[config.mk]
export PLATFORM = sky130hd
export DESIGN_NAME = serial_sub_ctrl
export DESIGN_NICKNAME = d
export VERILOG_FILES = /design/src/rtl/serial_sub_ctrl.sv
export SDC_FILE = /design/constraint.sdc
export NUM_CORES = 1
export LEC_CHECK = 0
export CAP_MARGIN = 20
export CORE_MARGIN = 10
export CORE_UTILIZATION = 50
export CTS_BUF_LIST = sky130_fd_sc_hd__clkbuf_16
export CTS_CLUSTER_DIAMETER = 150
export DETAILED_ROUTE_END_ITERATION = 6
export HOLD_SLACK_MARGIN = 0.1
export PLACE_DENSITY = 0.8
export REMOVE_ABC_BUFFERS = 1
export SYNTH_ARGS = -nofsm -noshare
export SYNTH_HDL_FRONTEND = slang
export SYNTH_SLANG_ARGS = --single-unit
[constraint.sdc]
create_clock -name clk -period 4.5 [get_ports clk]
set_input_delay 0.9 -clock clk [delete_from_list [all_inputs] [get_ports clk]]
set_output_delay 0.9 -clock clk [all_outputs]
set_load 0.02 [all_outputs]
[src/rtl/serial_sub_ctrl.sv]
// -----------------------------------------------------------------------------
// serial_sub_ctrl
//
// Purpose:
//   Computes a wide subtraction (a - b - bin) over NIBBLES x 4 bits with a
//   single shared 4-bit ripple subtractor cell. One nibble is processed per
//   clock, from LSB to MSB. The borrow between nibbles is held in a register.
//   The requester side uses a start/busy/done handshake.
//
// Ports:
//   clk    in   rising-edge clock
//   rst_n  in   synchronous, active-low reset
//   start  in   request; sampled only when busy=0 (IDLE or DONE)
//   a      in   W-bit minuend, captured on the accepted start
//   b      in   W-bit subtrahend, captured on the accepted start
//   bin    in   borrow into nibble 0, captured on the accepted start
//   busy   out  high while an operation is in progress
//   done   out  one-cycle pulse when diff/bout/zero are valid
//   diff   out  W-bit result register
//   bout   out  borrow out of the MSB nibble (1 = a < b + bin, unsigned)
//   zero   out  diff == 0 for the completed operation
//
// All outputs are registered. W = 4*NIBBLES.
// -----------------------------------------------------------------------------

// 4-bit ripple borrow subtractor cell: diff = a - b - bin, bout = final borrow.
module subtractor (
    input  logic [3:0] a,
    input  logic [3:0] b,
    input  logic       bin,
    output logic       bout,
    output logic [3:0] diff
);
    logic [4:0] brw;

    assign brw[0] = bin;

    for (genvar gi = 0; gi < 4; gi++) begin : g_bit
        assign diff[gi]    = a[gi] ^ b[gi] ^ brw[gi];
        // Borrow out when a<b, or a==b and a borrow is coming in.
        assign brw[gi + 1] = (~a[gi] & b[gi]) | (~(a[gi] ^ b[gi]) & brw[gi]);
    end

    assign bout = brw[4];
endmodule

module serial_sub_ctrl #(
    parameter int NIBBLES = 4
) (
    input  logic                   clk,
    input  logic                   rst_n,
    input  logic                   start,
    input  logic [4*NIBBLES-1:0]   a,
    input  logic [4*NIBBLES-1:0]   b,
    input  logic                   bin,
    output logic                   busy,
    output logic                   done,
    output logic [4*NIBBLES-1:0]   diff,
    output logic                   bout,
    output logic                   zero
);
    localparam int W     = 4 * NIBBLES;
    // Index counter is at least one bit wide so NIBBLES=1 still has a counter.
    localparam int IDX_W = (NIBBLES > 1) ? $clog2(NIBBLES) : 1;
    localparam logic [IDX_W-1:0] IDX_LAST = IDX_W'(NIBBLES - 1);

    typedef enum logic [1:0] {
        IDLE = 2'd0,
        RUN  = 2'd1,
        DONE = 2'd2
    } state_t;

    state_t           state_reg;
    logic [W-1:0]     a_reg;
    logic [W-1:0]     b_reg;
    logic             brw_reg;
    logic [IDX_W-1:0] idx_reg;

    logic [3:0]       a_nib;
    logic [3:0]       b_nib;
    logic [3:0]       cell_diff;
    logic             cell_bout;
    logic [W-1:0]     diff_next;

    // Select the active operand nibbles. Compared against each legal index so
    // no out-of-range select is ever formed for non-power-of-two NIBBLES.
    always_comb begin
        a_nib = '0;
        b_nib = '0;
        for (int i = 0; i < NIBBLES; i++) begin
            if (idx_reg == IDX_W'(i)) begin
                a_nib = a_reg[i*4 +: 4];
                b_nib = b_reg[i*4 +: 4];
            end
        end
    end

    subtractor u_cell (
        .a    (a_nib),
        .b    (b_nib),
        .bin  (brw_reg),
        .bout (cell_bout),
        .diff (cell_diff)
    );

    // Result with the current nibble replaced; used both as the new diff and
    // to evaluate zero on the final edge from the complete value.
    for (genvar gi = 0; gi < NIBBLES; gi++) begin : g_diff
        assign diff_next[gi*4 +: 4] = (idx_reg == IDX_W'(gi)) ? cell_diff
                                                                : diff[gi*4 +: 4];
    end

    always_ff @(posedge clk) begin
        if (!rst_n) begin
            state_reg <= IDLE;
            a_reg     <= '0;
            b_reg     <= '0;
            brw_reg   <= 1'b0;
            idx_reg   <= '0;
            busy      <= 1'b0;
            done      <= 1'b0;
            diff      <= '0;
            bout      <= 1'b0;
            zero      <= 1'b0;
        end else begin
            case (state_reg)
                IDLE, DONE: begin
                    // DONE accepts start exactly like IDLE for back-to-back use.
                    done <= 1'b0;
                    if (start) begin
                        a_reg     <= a;
                        b_reg     <= b;
                        brw_reg   <= bin;
                        idx_reg   <= '0;
                        busy      <= 1'b1;
                        state_reg <= RUN;
                    end else begin
                        busy      <= 1'b0;
                        state_reg <= IDLE;
                    end
                end
                RUN: begin
                    diff    <= diff_next;
                    brw_reg <= cell_bout;
                    if (idx_reg == IDX_LAST) begin
                        idx_reg   <= '0;
                        bout      <= cell_bout;
                        zero      <= (diff_next == '0);
                        busy      <= 1'b0;
                        done      <= 1'b1;
                        state_reg <= DONE;
                    end else begin
                        idx_reg <= idx_reg + 1'b1;
                    end
                end
                default: begin
                    busy      <= 1'b0;
                    done      <= 1'b0;
                    state_reg <= IDLE;
                end
            endcase
        end
    end
endmodule

==> reports/metrics.cfg <==
[outcome]
status=complete, no violations

[drt]
first_pass_iters=4
wl_microns=6080
post_drt_wl_per_cell_microns=14.0
drc=0
via_count=2276
avgViaCountPerCell=5.23
drtIter0Drc=122
postRouteAntennaNets=0

[grt]
grt_pass1_vias=2280
use_met3=0.0474
grt_use_met2=0.253
busiest_layer=met2
grt-ovfl-total=0
grtUsageMet1=0.158
grt_pass1_wl_microns=10100
grt_max_degree=55
grt_antenna_before_repair=0
gr-usage-all-layers=0.149

[placement]
dp.cells=419
preCtsSetupSlack_ns=0.872
dp_hpwl_microns=4110
gp_congestion=0.798
portBuffers=55

[worst_setup_path]
crit_path_max_fanout=15
required_ns=4.74
critPathArrivalTime_ns=3.99
critPathLaunchType=flip-flop
crit_type=reg2reg
crit_path_end_kind=flip-flop
rrSetupSlack_ns=0.75
reg2regPathDepth=15

[layout]
drive_gt1_frac=0.0707
final_common_cell=nand2_1
syn_to_final_growth_pct=35.5
final_cell_mix=nand2_1 (92), a21oi_1 (64), dfxtp_1 (57), clkdlybuf4s50_1 (55), nand3_1 (14)
finish.utilization=0.705
nets=407
stdcell_count=435
n_antenna_cell=0

[logic_synthesis]
syn_area_per_cell_sq_um=7.85
synth_area_leaders=dfxtp_1 (46%), nand2_1 (14%), a21oi_1 (13%), fa_1 (3.2%), nand3_1 (2.8%)
ys_seq_area_frac=0.461
synth_area_sq_mm=0.00247
yosysTopAreaCellShare=0.461
ys_types=27
ys_warn_count=0
ys_seq_elements=57
syn_inst=315
yosysTopAreaCell=dfxtp_1

[cts]
cts_num_sinks=57
cts_tree=built
cts_hold_buf=0
cts_setup_buffers=0
cts_buffer_depth=2
cts_root_buffer=clkbuf_16
cts_buffers=9
clk_latency_ns=0.33
cts-htree-levels=3
cts_resized=0
clk_pin_slew_worst_paths_ns=0.05

[flow_run]
drv_cap=0

[min_path]
hold_depth=2
hold_path_class=reg2reg

[die]
die_h_microns=90.3
io_pins=56
die_w_microns=90.3
initial_core_util=0.520
rows=25
die-area_sq_mm=0.00816
coreArea_sq_mm=0.00475

[power]
peakVddDrop_uv=221
post-layout-total-power_mw=1.41
power.leakage_nw=1.22
p_per_area_mw_per_mm2=420

[timing]
worstMarginPinSlew_ns=0.888
fin_tns_setup_ns=0
min_period_ns=3.75
fin_ws_ns=0.747
max_slew_margin=0.407
fin_crit_sh=0.834
finClkSkew_ns=0.00638
hold_viol=0
fmax_mhz=266
drv_slew=0
grt_setup_unrepaired=no
setup_viol=0

-- final timing paths --
kind | start | end
max | idx_reg[0] | zero
min | b_reg[2] | b_reg[2]
max reg2reg | idx_reg[0] | zero
min reg2reg | b_reg[2] | b_reg[2]
-- cells by family after synthesis --
kind of cell	synth area share
flops	0.461
fa+ha+maj	0.0526
buf+inv	0.0526
simple gates	0.254
compound gates	0.179
-- critical path: stages (launching register included) --
cell      delay [ns]
dfxtp_1         0.36
inv_1           0.10
ha_1            0.40
nand3b_1        0.18
a21oi_1         0.07
a21oi_1         0.10
o21ai_0         0.12
fa_1            0.45
fa_1            0.39
fa_1            0.39
inv_1           0.08
fa_1            0.24
nor4b_2         0.20
o21ai_0         0.10
or3_1           0.32
a21oi_1         0.17
-- per-stage QoR --
step	cell area [sq um]	hold slack, ns
floorplan	2360	0.432
global placement	3040	0.445
detailed placement	3060	0.448
CTS	3350	0.455
global route	3350	0.477
finish	3350	0.453
-- routing by layer --
layer  vias to the layer above  routed length (microns)  share of wire
met5                         -                        0              0
met2                        57                     2980           0.49
met1                      1048                     2650           0.44
met4                         0                      145          0.024
li1                       1157                        -              -
met3                        14                      296          0.049
-- synth_stat cells --
cell type / n
nand2_1: 92
a21oi_1: 64
dfxtp_1: 57
nand3_1: 14
buf_2: 11
clkbuf_1: 11
nor2b_1: 10
nor2_1: 7
o21ai_0: 6
nor3_1: 5
a221oi_1: 4
a311oi_1: 4
fa_1: 4
ha_1: 4
inv_1: 4
nand3b_1: 4
buf_4: 2
nand2b_1: 2
nor4_1: 2
inv_2: 1
nand3b_2: 1
nor4_2: 1
nor4b_2: 1
o21a_1: 1
o22ai_1: 1
o31a_1: 1
or3_1: 1
-- area by class of cell --
class | instances | area [sq um]
Clock buffer | 9 | 225
Inverter | 5 | 18.8
Tap cell | 67 | 83.8
Fill cell | 396 | 1400
Timing Repair Buffer | 61 | 616
Sequential cell | 57 | 1140
Multi-Input combinational cell | 229 | 1200
Clock inverter | 7 | 61.3
-- where the power goes --
group          switching (mW)  internal (mW)  total (mW)
Sequential             0.0172          0.533       0.550
Clock                   0.225          0.421       0.646
Combinational           0.113         0.0980       0.211
Power figures use the tool's default switching activity.
==> RTL edit 1: new RTL, same settings <==
Add an input register stage for `a`, with the module's reset; this delays it by one clock. The other inputs are not delayed to match.
--- a/src/rtl/serial_sub_ctrl.sv
+++ b/src/rtl/serial_sub_ctrl.sv
@@ -72,2 +72,12 @@
 
+    logic [4*NIBBLES-1:0] a_q;
+
+    always_ff @(posedge clk) begin
+        if (!rst_n) begin
+            a_q <= '0;
+        end else begin
+            a_q <= a;
+        end
+    end
+
     state_t           state_reg;
@@ -130,3 +140,3 @@
                     if (start) begin
-                        a_reg     <= a;
+                        a_reg     <= a_q;
                         b_reg     <= b;
Check against the original RTL: not equivalent (a bounded check fails within 4 cycles, from zero or initial values and one cycle with rst_n low).
==> RTL edit 1 against the unedited design <==
Combinational power increased by 9%. Synthesized area rose by 25%. Core utilization down 4.3 points. Wire length rose by 11%. Cell area increased by 18%. Sequential share of layout area up 3.0 points. Die area increased by 19%. Sequential cell count up 16. Setup slack better by 95 ps. Power grew 13%. Worst hold slack lost 20 ps. Fmax up 2.6%. Largest power group is now sequential cells.
==> RTL edit 1: results (changes against the unedited design) <==
| Metric | Value |
|---|---|
| First-pass GRT wire length | 11.6 mm (+15%) |
| 1st-iter DRT viols | 114 (-6.6%) |
| Hold Path Sink | a_reg[5]$_SDFFE_PN0P_ |
| R2r setup slk | 840 ps (+100 ps) |
| Ys async rst share | 0% (unchanged) |
| CTS Buffer Depth | 2 (unchanged) |
| Routed WL | 6.75 mm (+11%) |
| Worst-path clk slew | 60 ps |
| Worst r2r src | idx_reg[1]$_SDFFE_PN0P_ |
| Worst reg2reg path endpoint | zero$_SDFFE_PN0P_ |
| Fillers | 510 (+29%) |
| Total track usage | 14.1% (-0.74 points) |
| Nets | 438 (+7.6%) |
| Largest net degree at the start of global routing | 41 (-25%) |
| Final setup violation count | 0 (unchanged) |
| Drt pass-1 iters | 4 (unchanged) |
| Critical path arrival | 3870 ps (-120 ps) |
| Initial antenna violation count | 0 (unchanged) |
| Post-synth top cells | nand2_1, dfxtp_1, a21boi_0, nor2b_1, a21oi_1 |
| Hold_sp | a_q[5]$_SDFF_PN0_ |
| Ys flop type | dfxtp_1 |
| H-tree depth | 3 (unchanged) |
| Clock skew | 5.80 ps (-0.579 ps) |
| Final number of hold-violating endpoints | 0 (unchanged) |
| Status | complete, no violations |
| Vias post-DR | 2,452 (+7.7%) |
| Clock Tree Root | clkbuf_16 |
| Worst-Margin Slew | 683 ps (-205 ps) |
| Share of cells above drive strength 1 | 6.02% (-1.1 points) |
| Port Buf Inserts | 55 (unchanged) |
| Worst Hold Class | reg -> reg |
| Number of synthesis warnings | 0 (unchanged) |
| Crit Path Max Fanout | 7 (-8) |
| Num CTS Buffers | 9 (unchanged) |
| P_leak | 1.53 nW (+25%) |
| Diode count | 0 (unchanged) |
| Post-synth cell types | 32 (+19%) |
| RePlAce Congestion | 0.814 (+2.1%) |
| Cell Area, Placed | 3660 um^2 (+19%) |
| Post-CTS Resized | 0 (unchanged) |
| Synth top area cells | dfxtp_1, nand2_1, a21boi_0 |
| Hold path depth | 2 (unchanged) |
| DP HPWL | 4.74 mm (+15%) |
| Worst skew pair latency | 320 ps |
| Worst VDD drop | 0.000246 V (+11%) |
| Sequential fraction of the synthesis area | 47.3% (+1.2 points) |
| Worst reg-to-reg path cell count | 14 (-1) |
| # Post-CTS Setup Buffers | 0 (unchanged) |
==> RTL edit 1: changes by cell type after synthesis, moves of 3 or more <==
cell,before,now
a21boi_0,0,28
a21boi_1,0,6
a21oi_1,64,21
a311oi_1,4,0
and2_1,0,17
buf_4,2,5
dfxtp_1,57,73
mux2i_1,0,10
nand2_1,92,75
nand3_1,14,3
nand3b_1,4,8
nor2_1,7,10
nor2b_1,10,25
==> RTL edit 1: routing by layer <==
metal | routed length, um | share of wire, % | vias to the layer above | global-route usage (%)
li1 | - | - | 1240 | -
met1 | 2960 | 44 | 1134 | 16.2
met2 | 3290 | 49 | 67 | 23.9
met3 | 392 | 5.8 | 11 | 4.33
met4 | 114 | 1.7 | 0 | 5.84
met5 | 0 | 0 | - | 0
==> RTL edit 1: power by group <==
group	internal, W	switching [W]
Sequential	0.000678	0.0000178
Combinational	0.000106	0.000124
Clock	0.000419	0.000251
==> RTL edit 1: cells by family (layout without fill, tap and decap cells) <==
logic type	after synthesis	after routing	share of synthesized area, %
fa+ha+maj	8	8	4.22
mux	10	10	3.24
simple gates	153	153	24.9
buf+inv	29	83	4.54
flops	73	73	47.3
compound gates	72	72	15.8
==> RTL edit 1: layout make-up <==
class | count | area share (%)
clock inverters | 7 | 1.40
repair buffers | 62 | 15.2
inverters | 5 | 0.476
flip-flops and latches | 73 | 37.1
multi-input cells | 243 | 37.8
well taps | 75 | 2.38
clock buffers | 9 | 5.72
==> RTL edit 1: stage by stage <==
step           setup WS, ps  total power, W  utilization (%)  cells  hold WS (ps)
2_1_floorplan           865        0.000846                -    321           416
3_3_place_gp           1050        0.000933             61.4    458           428
3_5_place_dp            920        0.000938             61.4    458           431
4_1_cts                 881         0.00160             66.2    474           438
5_1_grt                 670         0.00166             66.2    474           466
6_report                842         0.00160             66.2    474           432
==> RTL edit 1: how the worst max path moves through the flow <==
stage,startpoint,end,slack (ps),depth (start not counted)
6_report,idx_reg[1]$_SDFFE_PN0P_,zero$_SDFFE_PN0P_,840,14
5_1_grt,idx_reg[0]$_SDFFE_PN0P_,zero$_SDFFE_PN0P_,670,14
4_1_cts,idx_reg[1]$_SDFFE_PN0P_,zero$_SDFFE_PN0P_,880,14
3_5_place_dp,idx_reg[0]$_SDFFE_PN0P_,zero$_SDFFE_PN0P_,920,14
3_3_place_gp,idx_reg[0]$_SDFFE_PN0P_,zero$_SDFFE_PN0P_,1050,14
2_1_floorplan,idx_reg[1]$_SDFFE_PN0P_,zero$_SDFFE_PN0P_,870,14
==> RTL edit 1: worst max-delay path: stages (launching register included) <==
cell and delay, ps:
dfxtp_1 380, inv_1 80, ha_1 240, nor2b_1 140, a221oi_1 120, nor3_1 160
a21oi_1 80, fa_1 410, fa_1 390, fa_1 360, inv_1 80, fa_1 510
mux2i_1 300, nor4b_4 80, a32o_1 220
==> RTL edit 2: new RTL, same settings <==
Made on the original files. The parameter `NIBBLES` goes from 4 to 2. Comments in the files are not updated.
--- a/src/rtl/serial_sub_ctrl.sv
+++ b/src/rtl/serial_sub_ctrl.sv
@@ -47,3 +47,3 @@
 module serial_sub_ctrl #(
-    parameter int NIBBLES = 4
+    parameter int NIBBLES = 2
 ) (
Interface: changed (resized a, b and diff); port bits go from 56 to 32. No check against the original RTL was run, so the function may have changed too.
==> RTL edit 2 against the unedited design <==
Power fell by 48%. Critical path depth shrank 6. Synthesized area is 45% lower. Setup slack gained 480 ps. Final cell count decreased by 54%. Wire length shrank 55%. Fmax increased by 15%. Cell area is 47% lower. Sequential cell count decreased by 26. Largest cell class unchanged. Highest routed layer unchanged.
==> RTL edit 2: results (changes against the unedited design) <==
| Metric | Value |
|---|---|
| Fillers | 203 (-49%) |
| Number of synthesis warnings | 0 (unchanged) |
| Sequential fraction of the synthesis area | 45.8% (-0.29 points) |
| Diode count | 0 (unchanged) |
| DP HPWL | 2.09 mm (-49%) |
| Nets | 192 (-53%) |
| Worst VDD drop | 0.000365 V (+65%) |
| H-tree depth | 2 (-1) |
| Port Buf Inserts | 31 (-44%) |
| Crit Path Max Fanout | 12 (-3) |
| Share of cells above drive strength 1 | 7.69% (+0.63 points) |
| Multiplexer share of the synthesized area | 7.76% (+7.8 points) |
| Synth top area cells | dfxtp_1, nand2_1, a21boi_0 |
| RePlAce Congestion | 0.745 (-6.7%) |
| Number of flops mapped to enable cells by yosys | 0 (unchanged) |
| Drt via density | 5.19 (-0.88%) |
| 1st-iter DRT viols | 52 (-57%) |
| Slowest-stage cell, CP | dfxtp_1 |
| Fin crit period | 3280 ps (-477 ps) |
| Number of global-route vias before repair | 1,107 (-51%) |
| Num CTS Buffers | 5 (-4) |
| Status | complete, no violations |
| Initial antenna violation count | 0 (unchanged) |
| CTS Buffer Depth | 2 (unchanged) |
| Synth Area in XOR/XNOR | 0% (unchanged) |
| Worst skew pair latency | 270 ps (-60 ps) |
| Synth Area in Compound Gates | 16.8% (-1.1 points) |
| WL/cell | 13.8 um (-0.96%) |
| Total track usage | 11.4% (-3.5 points) |
| P_leak | 0.747 nW (-39%) |
| Vias post-DR | 1,032 (-55%) |
| Largest net degree at the start of global routing | 33 (-40%) |
| Post-synth top cells | nand2_1, dfxtp_1, a21boi_0, o211a_1, mux2i_1 |
| Max stage delay on crit path | 670 ps (+220 ps) |
| Hold slack | 469 ps (+16.6 ps) |
| Worst-Margin Slew | 915 ps (+27.0 ps) |
| First-pass GRT wire length | 4.82 mm (-52%) |
| R2r setup slk | 1220 ps (+480 ps) |
| Adder-Cell Fraction of Synth Area | 5.91% (+0.65 points) |
| Critical path arrival | 3470 ps (-520 ps) |
| Syn_area_per_cell | 9.74 um^2 (+24%) |
| Cell Area, Placed | 1650 um^2 (-46%) |
| Post-synth cell types | 28 (+3.7%) |
| Clock skew | 3.07 ps (-3.31 ps) |
[RTL edit 2: cells by family (layout without fill, tap and decap cells)]
kind of cell	after synthesis	count (layout)
buf+inv	10	40
flops	31	31
mux	10	10
simple gates	55	55
fa+ha+maj	4	4
compound gates	29	29
[RTL edit 2: final cells by class]
cell class                 count  area [um^2]  share of cell area (%)
multi-input combinational     98          674                    37.7
sequential                    31          621                    34.7
timing repair buffer          31          310                    17.4
clock buffer                   5          125                    7.00
tap                           30         37.5                    2.10
clock inverter                 3         15.0                   0.840
inverter                       1         3.75                   0.210
[RTL edit 2: final timing paths]
kind,from,end,depth (start not counted)
max,idx_reg$_SDFFE_PN0P_,zero$_SDFFE_PN0P_,9
min,b_reg[7]$_SDFFE_PN0P_,b_reg[7]$_SDFFE_PN0P_,2
max reg2reg,idx_reg$_SDFFE_PN0P_,zero$_SDFFE_PN0P_,9
min reg2reg,b_reg[7]$_SDFFE_PN0P_,b_reg[7]$_SDFFE_PN0P_,2
[RTL edit 2: metal layers]
layer | track usage [%] | share of wire [%]
met2 | 20.4 | 51
met3 | 4.49 | 6.0
met5 | 0 | 0
met4 | 5.16 | 1.5
met1 | 11.4 | 41
[RTL edit 2: worst max-delay path, delay by kind of cell, from the launching register on]
kind | cells | cell delay, ps
AO/OA/AOI/OAI | 1 | 120
flip-flops | 1 | 670
buffers and inverters | 1 | 70
multiplexers | 1 | 410
AND/OR/NAND/NOR | 2 | 350
adder cells (fa/ha/maj) | 4 | 1580
[RTL edit 2: where the power goes]
| group | internal (W) | switching, W |
|---|---|---|
| combinational | 0.0000643 | 0.0000574 |
| clock | 0.000201 | 0.000107 |
| sequential | 0.000293 | 0.0000143 |
| total | 0.000558 | 0.000179 |
